==> config.mk <==
export PLATFORM = sky130hd
export DESIGN_NAME = elevator_car_ctrl_flat
export DESIGN_NICKNAME = d
export VERILOG_FILES = /design/src/rtl/elevator_car_ctrl_if.sv /design/src/rtl/elevator_car_ctrl.sv /design/src/flat_wrapper.sv
export SDC_FILE = /design/constraint.sdc
export NUM_CORES = 1
export LEC_CHECK = 0
export ABC_AREA = 1
export CAP_MARGIN = 20
export CORE_MARGIN = 1
export CORE_UTILIZATION = 45
export DETAILED_ROUTE_END_ITERATION = 10
export GPL_ROUTABILITY_DRIVEN = 1
export PLACE_DENSITY = 0.78
export SLEW_MARGIN = 10
export SYNTH_ARGS = -nofsm -noshare
export SYNTH_HDL_FRONTEND = slang
export SYNTH_SLANG_ARGS = --single-unit
export TNS_END_PERCENT = 20
==> constraint.sdc <==
create_clock -name clk -period 6.3 [get_ports clk]
set_clock_uncertainty 0.1 [all_clocks]
set_input_delay 1.26 -clock clk [delete_from_list [all_inputs] [get_ports clk]]
set_output_delay 1.26 -clock clk [all_outputs]
set_load 0.01 [all_outputs]
==> src/rtl/elevator_car_ctrl_if.sv <==
// Bus between the elevator car controller and its surroundings.
// Signals:
//   enable     : 1 = car runs, 0 = car frozen (calls still latch)
//   floor_call : one-cycle call pulses, bit i requests floor i
//   level      : current floor of the car (0..3)
//   motor_up   : motor drive upwards
//   motor_down : motor drive downwards
//   door_open  : door is open
//   pending    : latched calls not yet served
//   sevenseg   : active-low {dp,g,f,e,d,c,b,a} showing level+1
// Modports: master drives enable/floor_call, slave is the controller.
interface elevator_car_ctrl_if;
    logic       enable;
    logic [3:0] floor_call;
    logic [1:0] level;
    logic       motor_up;
    logic       motor_down;
    logic       door_open;
    logic [3:0] pending;
    logic [7:0] sevenseg;

    modport master (
        output enable, floor_call,
        input  level, motor_up, motor_down, door_open, pending, sevenseg
    );

    modport slave (
        input  enable, floor_call,
        output level, motor_up, motor_down, door_open, pending, sevenseg
    );
endinterface

==> src/rtl/elevator_car_ctrl.sv <==
// Four-floor elevator car controller.
// The car idles until calls are pending, travels one floor per TRAVEL_CYCLES
// clocks in its current direction, stops at the first floor with a latched
// call and holds the door open for DOOR_CYCLES clocks.
// Ports:
//   clk   : system clock, rising edge
//   reset : synchronous active-high reset, priority over everything
//   bus   : elevator_car_ctrl_if.slave (enable, floor_call in; level,
//           motor_up, motor_down, door_open, pending, sevenseg out)
// All outputs are registered.
module elevator_car_ctrl #(
    parameter int TRAVEL_CYCLES = 8,
    parameter int DOOR_CYCLES   = 6
) (
    input  logic                clk,
    input  logic                reset,
    elevator_car_ctrl_if.slave  bus
);

    localparam int TW = $clog2(TRAVEL_CYCLES);
    localparam int DW = $clog2(DOOR_CYCLES);

    // Counters hold "cycles left after this one", so zero marks the last cycle.
    localparam logic [TW-1:0] TRAVEL_LOAD = TW'(TRAVEL_CYCLES - 1);
    localparam logic [DW-1:0] DOOR_LOAD   = DW'(DOOR_CYCLES - 1);
    // A call at the stopped floor counts its own cycle as the first of a
    // fresh DOOR_CYCLES-long opening, hence one less than a normal load.
    localparam logic [DW-1:0] DOOR_RELOAD = DW'(DOOR_CYCLES - 2);

    typedef enum logic [1:0] {
        IDLE      = 2'd0,
        MOVE_UP   = 2'd1,
        MOVE_DOWN = 2'd2,
        DOOR_OPEN = 2'd3
    } state_t;

    state_t        state_r, state_nxt_s;
    logic [1:0]    level_r, level_nxt_s;
    logic          dir_r, dir_nxt_s;          // 1 = up, 0 = down
    logic [3:0]    pending_r, pending_nxt_s;
    logic [TW-1:0] travel_cnt_r, travel_nxt_s;
    logic [DW-1:0] door_cnt_r, door_nxt_s;
    logic          motor_up_r, motor_down_r, door_open_r;
    logic [7:0]    sevenseg_r;

    logic [3:0]    here_s;
    logic [3:0]    pend_set_s;
    logic          call_here_s;
    logic          any_above_s, any_below_s;
    logic [1:0]    arrive_lvl_s;
    logic [3:0]    arrive_here_s;

    // Floors strictly above (up=1) or strictly below (up=0) the given floor.
    function automatic logic [3:0] ahead_mask(input logic [1:0] lvl, input logic up);
        logic [3:0] m;
        if (up) begin
            m = 4'b1110 << lvl;
        end else begin
            m = ~(4'b1111 << lvl);
        end
        return m;
    endfunction

    // Active-low digit "level+1", decimal point always dark.
    function automatic logic [7:0] seg_encode(input logic [1:0] lvl);
        logic [7:0] s;
        case (lvl)
            2'd0:    s = 8'hF9;
            2'd1:    s = 8'hA4;
            2'd2:    s = 8'hB0;
            2'd3:    s = 8'h99;
            default: s = 8'hFF;
        endcase
        return s;
    endfunction

    // Next-state, counter, direction and call-latch logic.
    always_comb begin
        state_nxt_s   = state_r;
        level_nxt_s   = level_r;
        dir_nxt_s     = dir_r;
        travel_nxt_s  = travel_cnt_r;
        door_nxt_s    = door_cnt_r;
        here_s        = 4'b0001 << level_r;
        call_here_s   = |(bus.floor_call & here_s);
        any_above_s   = |(pending_r & ahead_mask(level_r, 1'b1));
        any_below_s   = |(pending_r & ahead_mask(level_r, 1'b0));
        arrive_lvl_s  = level_r;
        arrive_here_s = here_s;

        // A stopped car answers a call to its own floor with the door instead
        // of latching it; calls latch even while the car is frozen.
        if ((state_r == IDLE) || (state_r == DOOR_OPEN)) begin
            pend_set_s = bus.floor_call & ~here_s;
        end else begin
            pend_set_s = bus.floor_call;
        end
        pending_nxt_s = pending_r | pend_set_s;

        if (bus.enable) begin
            case (state_r)
                IDLE: begin
                    if (call_here_s || (|(pending_r & here_s))) begin
                        state_nxt_s   = DOOR_OPEN;
                        door_nxt_s    = DOOR_LOAD;
                        pending_nxt_s = pending_nxt_s & ~here_s;
                    end else if (any_above_s && (dir_r || !any_below_s)) begin
                        state_nxt_s  = MOVE_UP;
                        dir_nxt_s    = 1'b1;
                        travel_nxt_s = TRAVEL_LOAD;
                    end else if (any_below_s) begin
                        state_nxt_s  = MOVE_DOWN;
                        dir_nxt_s    = 1'b0;
                        travel_nxt_s = TRAVEL_LOAD;
                    end else begin
                        state_nxt_s = IDLE;
                    end
                end
                MOVE_UP, MOVE_DOWN: begin
                    if (travel_cnt_r != {TW{1'b0}}) begin
                        travel_nxt_s = travel_cnt_r - {{(TW-1){1'b0}}, 1'b1};
                    end else if (((state_r == MOVE_UP) && (level_r == 2'd3)) ||
                                 ((state_r == MOVE_DOWN) && (level_r == 2'd0))) begin
                        // Shaft end: never drive past it.
                        state_nxt_s  = IDLE;
                        travel_nxt_s = TRAVEL_LOAD;
                    end else begin
                        if (state_r == MOVE_UP) begin
                            arrive_lvl_s = level_r + 2'd1;
                        end else begin
                            arrive_lvl_s = level_r - 2'd1;
                        end
                        arrive_here_s = 4'b0001 << arrive_lvl_s;
                        level_nxt_s   = arrive_lvl_s;
                        travel_nxt_s  = TRAVEL_LOAD;
                        // A call arriving on the arrival edge is served right away.
                        if (|((pending_r | bus.floor_call) & arrive_here_s)) begin
                            state_nxt_s   = DOOR_OPEN;
                            door_nxt_s    = DOOR_LOAD;
                            pending_nxt_s = pending_nxt_s & ~arrive_here_s;
                        end else if (|(pending_nxt_s & ahead_mask(arrive_lvl_s, dir_r))) begin
                            state_nxt_s = state_r;
                        end else begin
                            state_nxt_s = IDLE;
                        end
                    end
                end
                DOOR_OPEN: begin
                    if (call_here_s) begin
                        door_nxt_s = DOOR_RELOAD;
                    end else if (door_cnt_r != {DW{1'b0}}) begin
                        door_nxt_s = door_cnt_r - {{(DW-1){1'b0}}, 1'b1};
                    end else begin
                        state_nxt_s = IDLE;
                    end
                end
                default: begin
                    state_nxt_s = IDLE;
                end
            endcase
        end else begin
            state_nxt_s = state_r;
        end
    end

    // State, counters and registered outputs.
    always_ff @(posedge clk) begin
        if (reset) begin
            state_r      <= IDLE;
            level_r      <= 2'd0;
            dir_r        <= 1'b1;
            pending_r    <= 4'b0000;
            travel_cnt_r <= {TW{1'b0}};
            door_cnt_r   <= {DW{1'b0}};
            motor_up_r   <= 1'b0;
            motor_down_r <= 1'b0;
            door_open_r  <= 1'b0;
            sevenseg_r   <= 8'hF9;
        end else begin
            state_r      <= state_nxt_s;
            level_r      <= level_nxt_s;
            dir_r        <= dir_nxt_s;
            pending_r    <= pending_nxt_s;
            travel_cnt_r <= travel_nxt_s;
            door_cnt_r   <= door_nxt_s;
            motor_up_r   <= (state_nxt_s == MOVE_UP);
            motor_down_r <= (state_nxt_s == MOVE_DOWN);
            door_open_r  <= (state_nxt_s == DOOR_OPEN);
            sevenseg_r   <= seg_encode(level_nxt_s);
        end
    end

    assign bus.level      = level_r;
    assign bus.motor_up   = motor_up_r;
    assign bus.motor_down = motor_down_r;
    assign bus.door_open  = door_open_r;
    assign bus.pending    = pending_r;
    assign bus.sevenseg   = sevenseg_r;

endmodule

==> src/flat_wrapper.sv <==
// flat-port wrapper written by rule: the top's interface ports become plain ports
module elevator_car_ctrl_flat 
#(
    parameter int TRAVEL_CYCLES = 8,
    parameter int DOOR_CYCLES   = 6
)
  (clk, reset, bus_enable, bus_floor_call, bus_level, bus_motor_up, bus_motor_down, bus_door_open, bus_pending, bus_sevenseg);
  elevator_car_ctrl_if bus_i ();
  input  logic clk;
  input  logic reset;
  input wire logic [$bits(bus_i.enable)-1:0] bus_enable;
  input wire logic [$bits(bus_i.floor_call)-1:0] bus_floor_call;
  output wire logic [$bits(bus_i.level)-1:0] bus_level;
  output wire logic [$bits(bus_i.motor_up)-1:0] bus_motor_up;
  output wire logic [$bits(bus_i.motor_down)-1:0] bus_motor_down;
  output wire logic [$bits(bus_i.door_open)-1:0] bus_door_open;
  output wire logic [$bits(bus_i.pending)-1:0] bus_pending;
  output wire logic [$bits(bus_i.sevenseg)-1:0] bus_sevenseg;
  assign bus_i.enable = bus_enable;
  assign bus_i.floor_call = bus_floor_call;
  assign bus_level = bus_i.level;
  assign bus_motor_up = bus_i.motor_up;
  assign bus_motor_down = bus_i.motor_down;
  assign bus_door_open = bus_i.door_open;
  assign bus_pending = bus_i.pending;
  assign bus_sevenseg = bus_i.sevenseg;
  elevator_car_ctrl #(.TRAVEL_CYCLES(TRAVEL_CYCLES), .DOOR_CYCLES(DOOR_CYCLES)) u_core (.clk(clk), .reset(reset), .bus(bus_i));
endmodule
Word-level counts from Yosys, hierarchy flattened. Index checks and enable logic that the tools add are counted.

Input bits: 7. Memory bits (writable): 0. Memories kept: 0. Logic and storage cells: 126. ROM bits: 0. Bits in registers: 26. Bits in latches: 0.

$mul: 0. Shift-type cells: 6. $lt $le $gt $ge: 0. Bitwise gates (word level): 16. Reductions and logical operators: 25. Mux-type cells: 48. Equality and inequality tests: 17. Divide/modulo/power cells: 0. Add/sub/neg operators: 4.

Operators by type and width (count): $mux W4 (12); $mux W2 (19); $and A4 B4 Y4 (9); $pmux W8 S4 (1); $mux W3 (10); $reduce_or A4 Y1 (6); $not A4 Y4 (4); $shl A4 B2 Y4 const A (4); $eq A2 B2 Y1 const B (7); $pmux W3 S3 (1); $ne A2 B2 Y1 const B (4); $or A4 B4 Y4 (2); $pmux W4 S2 (1); $reduce_and A4 Y1 (2); $shl A1 B2 Y4 const A (2); $eq A2 B1 Y1 const B (3); $logic_not A2 Y1 (3); $ne A3 B2 Y1 const B (2); $pmux W2 S3 (1); $pmux W3 S2 (1); $reduce_and A6 Y1 (1); $reduce_bool A3 Y1 (2); $sub A3 B1 Y3 const B (2); $logic_or A1 B1 Y1 (4); 9 further kinds (13).

Logic depth before layout (Yosys ltp).
Depth in word-level cells: 24. Mapped depth: 17.

Worst setup path after synthesis. Ideal clock, no wire load.

Path kind: input port to flip-flop. Start: input port bus_enable. End: register u_core.sevenseg_r[3], in the netlist u_core.bus.sevenseg[3]. Stages on the path: 8. Library setup time: 0.123 ns. Slack: 3.442 ns. Arrival: 2.635 ns. Cells stage by stage: inv_1 nor3_1 nand2_1 or2_2 nand3_1 inv_1 ha_1 or2_2.

Cells in the longest elaborated chain, start to end: 3. Elaborated cells on any way between the ends: 6.

Ends and longest elaborated chain: from (decl) (RTL line flat_wrapper.sv:11) `input wire logic [$bits(bus_i.enable)-1:0] bus_enable;`; $mux W2 (*) (RTL line elevator_car_ctrl.sv:100) `if (bus.enable) begin`; net u_core.level_nxt_s[1] (RTL line elevator_car_ctrl.sv:38) `logic [1:0] level_r, level_nxt_s;`; $eq A2 B2 Y1 (tied with other cells) (RTL line elevator_car_ctrl.sv:67) `case (lvl)`; $pmux W8 S4 (*) (RTL line elevator_car_ctrl.sv:67); to (signal assigned) (RTL line elevator_car_ctrl.sv:189) `sevenseg_r <= seg_encode(level_nxt_s);`; to (decl) (RTL line elevator_car_ctrl.sv:44) `logic [7:0] sevenseg_r;`.

The timed path passes the listed nets; every way through them passes the cells marked *. The select of a mux whose other input is x is not followed. A chain may end at the register's enable or synchronous reset.

Worst setup path after layout. Ends and elaborated chain as after synthesis.

==> flow_summary.yaml <==
outcome:
  status: "complete, no violations"
critical_path:
  start_kind: "primary input"
  critPathKind: "primary input to register"
  cpPeakStageDelay_ps: 480
  cp-startpoint: "bus_enable"
  rr_worst_depth: 10
  end_kind: "register"
  required_ps: 6410
  worstReg2RegEnd: "u_core.bus.sevenseg[3]"
  cp_slowest_cell: "clkdlybuf4s50_1"
  cp.arrival_ps: 3310
  crit_path_max_fanout: 7
  reg2reg_slack_ps: 3420
  r2r-start: "u_core.state_r[0]"
  worstPathCellList: "clkdlybuf4s50_1 -> inv_1 -> nor3_1 -> nand2_1 -> or2_2 -> nand3_1 -> inv_1 -> ha_1 -> or2_2"
detailed_routing:
  drt-vias-per-instance: 4.95
  final_antenna_net_count: 0
  drt_iter0_markers: 77
  via_count: 1558
  drc: 0
  drt_wl_total_um: 3420
  drtPass1Iterations: 4
  wire_per_inst_um: 10.9
clock_tree:
  cts_buffers: 3
  cts_sinks: 23
  post_cts_buffers: 0
  holdBufCountCts: 0
  clock_path_buffers: 2
  tritoncts: "built"
  clkTransAtPathRegs_ps: 130
  root_buffer: "clkbuf_4"
  clk_latency_ps: 310
  cts_resized: 0
  cts_max_level: 1
synth:
  seq_area_frac_synth_pct: 27.9
  avgSynthCellArea_um2: 6.57
  synth_warnings: 0
  synth_area_leaders: "dfxtp_1, nand2_1, ha_1"
  ys_seq_elements: 23
  yosysTopAreaCellShare_pct: 27.9
  synth_top_area_cell: "dfxtp_1"
  synth_area_um2: 1650
  synthesis.nets: 275
  syn_inst: 251
  synthDistinctLibCells: 30
hold_path:
  holdCritPathClass: "register to register"
  hold_end: "u_core.travel_cnt_r[0]"
  worstHoldStart: "u_core.travel_cnt_r[0]"
  holdPathStages: 2
grt:
  grt_pass1_vias: 1383
  grt_pass1_wl_um: 6010
  grt_overflow: 0
  grt_max_degree: 15
  track_usage_pct: 19.1
  antenna_found_initial: 0
floorplan:
  placementRows: 21
  start_util_pct: 48.2
  core-area_um2: 3420
  die_area_um2: 3910
  io-pin-count: 24
  die_h_um: 62.5
  die_width_um: 62.5
sta:
  fmax_mhz: 312
  finalSetupViolations: 0
  final.setup.tns_ps: 0
  fin_crit_sh_pct: 50.9
  rsz0062_at_grt: "no"
  hold_violations: 0
  final.min_clock_period_ps: 3200
  drv_slew: 0
final_layout:
  stdcell_count: 315
  num_antenna_cells: 0
  final_cell_mix: "nand2_1, nor2_1, inv_1, dfxtp_1, clkdlybuf4s50_1"
  area_growth_pct: 15.3
  layout-drive-gt1-share_pct: 7.43
  layout_commonest_cell: "nand2_1"
  fin_nets: 294
pwr:
  powerDensity_nw_per_um2: 332
  p_leak_uw: 0.000916
  ir_worst_vdd_v: 0.000142
placement:
  port_buffers: 21
  hpwl_um: 2640
  dp.cells: 311
  gp_congestion: 0.898
flow_run:
  drv_cap: 0
[critical path, delay by kind of cell]
family,cells,cell delay [ps]
simple gates,5,1080
fa+ha+maj,1,280
buf+inv,3,690
[through the flow]
| step | utilization [%] | setup slack (ps) | power (uW) | instance area (um^2) | hold slack (ps) |
|---|---|---|---|---|---|
| after CTS | 55.6 | 3100 | 634 | 1900 | 380 |
| after global placement | 54.8 | 2820 | 557 | 1870 | 350 |
| after global routing | 55.6 | 2970 | 697 | 1900 | 399 |
| after detailed placement | 54.8 | 2760 | 562 | 1870 | 361 |
| after floorplan | - | 3440 | 467 | 1650 | 333 |
| final | 55.6 | 3100 | 630 | 1900 | 372 |
[kinds of logic after synthesis]
family	Yosys count	share of synthesized area (%)
and+or+nand+nor	131	34.5
AOI/OAI and AO/OA	31	11.5
adders and majority gates	17	12.9
DFF	23	27.9
xor gates and xnor gates	3	1.59
buffers and inverters	44	11.1
other	2	0.456
[registers in the layout, summed over array words and instances (netlist names)]
| signal | count |
|---|---|
| u_core.bus.door_open | 1 |
| u_core.bus.level | 2 |
| u_core.bus.motor_down | 1 |
| u_core.bus.motor_up | 1 |
| u_core.bus.pending | 4 |
| u_core.bus.sevenseg | 5 |
| u_core.dir_r | 1 |
| u_core.door_cnt_r | 3 |
| u_core.state_r | 2 |
| u_core.travel_cnt_r | 3 |
[synth_stat cells]
cell type	count
a21boi_2	1
a21oi_1	5
a21oi_2	1
a31oi_1	1
a41oi_1	3
buf_2	2
buf_4	4
clkbuf_1	1
conb_1	2
dfxtp_1	23
ha_1	17
inv_1	35
inv_2	2
nand2_1	57
nand2_2	3
nand3_1	19
nand3_2	1
nand4_1	2
nor2_1	39
nor2_4	1
nor3_1	2
nor3_2	2
o211ai_1	3
o21a_1	1
o21ai_0	13
o21ai_1	2
o22ai_1	1
or2_2	5
xnor2_1	1
xor2_1	2
[layout make-up]
type                            count  area, um^2
Clock buffer                        3        22.5
Clock inverter                      1        5.00
Fill cell                         343        1520
Inverter                           37         139
Multi-Input combinational cell    184        1000
Sequential cell                    23         460
Tap cell                           46        57.6
Timing Repair Buffer               21         210
[power breakdown]
group	switching [uW]	total [uW]	internal [uW]
combinational	215	356	141
clock	44.0	67.7	23.7
sequential	27.9	206	178
total	287	630	343
[per-layer routing]
| layer | vias to the layer above | GRT usage [%] | routed length [um] |
|---|---|---|---|
| li1 | 824 | - | - |
| met3 | 15 | 2.92 | 168 |
| met5 | - | 0 | 0 |
| met2 | 47 | 30.3 | 1500 |
| met1 | 672 | 24.7 | 1650 |
| met4 | 0 | 9.88 | 104 |
[worst max-delay path by stage]
stage,end,slack [ps],cells after the start
3_5_place_dp,u_core.bus.sevenseg[3],2760,9
6_report,u_core.bus.sevenseg[3],3100,9
4_1_cts,u_core.bus.sevenseg[3],3100,9
3_3_place_gp,u_core.bus.sevenseg[3],2820,9
5_1_grt,u_core.bus.sevenseg[3],2970,9
2_1_floorplan,u_core.bus.sevenseg[3],3440,8
Note: power is estimated with default switching activity, not from simulation.
==> patch: new RTL, same settings <==
Encoding of `state_t`: now one-hot (4 bits for 4 states).
--- a/src/rtl/elevator_car_ctrl.sv
+++ b/src/rtl/elevator_car_ctrl.sv
@@ -29,7 +29,7 @@
 
-    typedef enum logic [1:0] {
-        IDLE      = 2'd0,
-        MOVE_UP   = 2'd1,
-        MOVE_DOWN = 2'd2,
-        DOOR_OPEN = 2'd3
+    typedef enum logic [3:0] {
+        IDLE      = 4'b0001,
+        MOVE_UP   = 4'b0010,
+        MOVE_DOWN = 4'b0100,
+        DOOR_OPEN = 4'b1000
     } state_t;
Check against the original RTL: no difference found for any inputs over 10 cycles, from zero or initial values and one cycle with reset high; not proved beyond that.
==> patch against the unedited design <==
Critical endpoint unchanged; sequential share of layout area is 1.3 points higher; sequential cell count is 2 higher; final area is 3.2% higher; synthesized cell count is 2.4% higher; synthesized area is 2.1% higher; worst setup slack better by 0.18 ns; wire length is 16% higher.
Power is not compared: it rests on default switching activity, and its combinational part moved more than twofold at a synthesized area within 25%.
==> patch: results (changes against the unedited design) <==
metric,value,unit,change
synth_area_leaders,"dfxtp_1 (30%), nand2_1 (13%), ha_1 (8.9%)",,
largest_reg_flops,5,,unchanged
synth_cell_types,32,,+6.7%
path_clk_slew,0.09,ns,-0.04 ns
numCtsBuffers,3,,unchanged
intPower,261.4,µW,
grt_usage,21.35,%,+2.3 points
antenna_cells,0,,unchanged
yosys_warnings,0,,unchanged
relSlewSlack,64.01,%,
vias,1640,,+5.3%
cpMaxStageDelayCell,clkdlybuf4s50_1,,
synthesis.nets,276,,+0.36%
arrival,3.09,ns,-0.22 ns
synth-seq-cells,25,,+8.7%
drt_first_pass_iters,4,,unchanged
reg2reg_depth,9,,-1
ys_seq_area_share,29.76,%,+1.8 points
wl,3954,µm,+16%
gp_congestion,0.9075,,+1.1%
cts_resized,0,,unchanged
critical_path_peak_fanout,8,,+1
worstHoldPathCells,2,,unchanged
run_status,"complete, no violations",,
grt_pass1_vias,1449,,+4.8%
first_iter_violations,115,,+49%
ys_top_cells_by_count,"nand2_1 (59), inv_1 (34), nor2_1 (27)",,
cts_setup_buffers,0,,unchanged
synth_top_flop_cell,dfxtp_1,,
ctsHoldBuffers,0,,unchanged
grt_pass1_wl,6624,µm,+10%
nFillCells,353,,+2.9%
cpLargestDelayFamily,buffers and inverters,,
hp-class,register to register,,
ir_drop,0.1230,mV,
port_buffers,21,,unchanged
max_stage_delay,0.63,ns,+0.15 ns
antenna_found_initial,0,,unchanged
nNetsFinal,296,,+0.68%
dpl.hpwl,3071,µm,+16%
cts.root.buffer_cell,clkbuf_8,,
drive_above_1_share,7.971,%,+0.54 points
async_flop_share,0,%,unchanged
insertion_delay,0.28,ns,-0.03 ns
leakage,0.9013,nW,
grt_max_degree,14,,-1
ctsLongestPathBuffers,2,,unchanged
htree_num_levels,1,,unchanged
==> patch: logic make-up (layout without fill, tap and decap cells) <==
| family | count (synthesis) | after routing | share of synthesized area [%] |
|---|---|---|---|
| AOI/OAI and AO/OA | 48 | 48 | 17.26 |
| xor gates and xnor gates | 3 | 3 | 1.563 |
| adders and majority gates | 12 | 12 | 8.928 |
| buffers and inverters | 47 | 66 | 11.16 |
| DFF | 25 | 25 | 29.76 |
| other | 2 | 2 | 0.4466 |
| and+or+nand+nor | 120 | 120 | 30.88 |
==> patch: metal layers <==
layer  track usage [%]  vias up  part of all wire, %
met2             35.48       48                   46
met1             27.49      729                   47
met4             6.105        0                  1.1
met3             4.529        4                  5.9
li1                  -      859                    -
met5                 0        -                    0
==> patch: worst paths after layout <==
| path | start | endpoint | slack [ns] |
|---|---|---|---|
| max | bus_enable | u_core.bus.sevenseg[3]$_SDFF_PP1_ | 3.28 |
| max reg2reg | u_core.state_r[2]$_SDFF_PP0_ | u_core.bus.sevenseg[3]$_SDFF_PP1_ | 3.52 |
| min reg2reg | u_core.door_cnt_r[2]$_SDFFE_PP0P_ | u_core.door_cnt_r[2]$_SDFFE_PP0P_ | 0.40 |
| min | u_core.door_cnt_r[2]$_SDFFE_PP0P_ | u_core.door_cnt_r[2]$_SDFFE_PP0P_ | 0.40 |
==> patch: worst min-delay path: stages, from the launching register on <==
cell and delay [ns]:
dfxtp_1 0.33, inv_1 0.07, a211oi_1 0.07
==> patch: power groups by stage <==
| stage | Sequential [mW] | Clock, mW | Combinational (mW) |
|---|---|---|---|
| after floorplan | 0.183 | 0 | 0.0873 |
| after global placement | 0.183 | 0 | 0.117 |
| after detailed placement | 0.183 | 0 | 0.120 |
| after CTS | 0.180 | 0.101 | 0.121 |
| after global routing | 0.182 | 0.108 | 0.137 |
| final | 0.180 | 0.0979 | 0.122 |
==> patch: final cells by class <==
cell class / instances / share of cell area [%]
clock buffers: 4 / 2.297
inverters: 41 / 7.849
multi-input cells: 185 / 50.67
flip-flops and latches: 25 / 25.53
well taps: 46 / 2.936
repair buffers: 21 / 10.72
==> patch: through the flow <==
step                std cells  setup WS [ns]  cell area, µm²  hold slack, ns
floorplan                 257          3.530            1682          0.3564
global placement          318          3.064            1916          0.3816
detailed placement        318          2.972            1916          0.3941
CTS                       322          3.265            1961          0.4063
global route              322          3.146            1961          0.4402
finish                    322          3.278            1961          0.4014
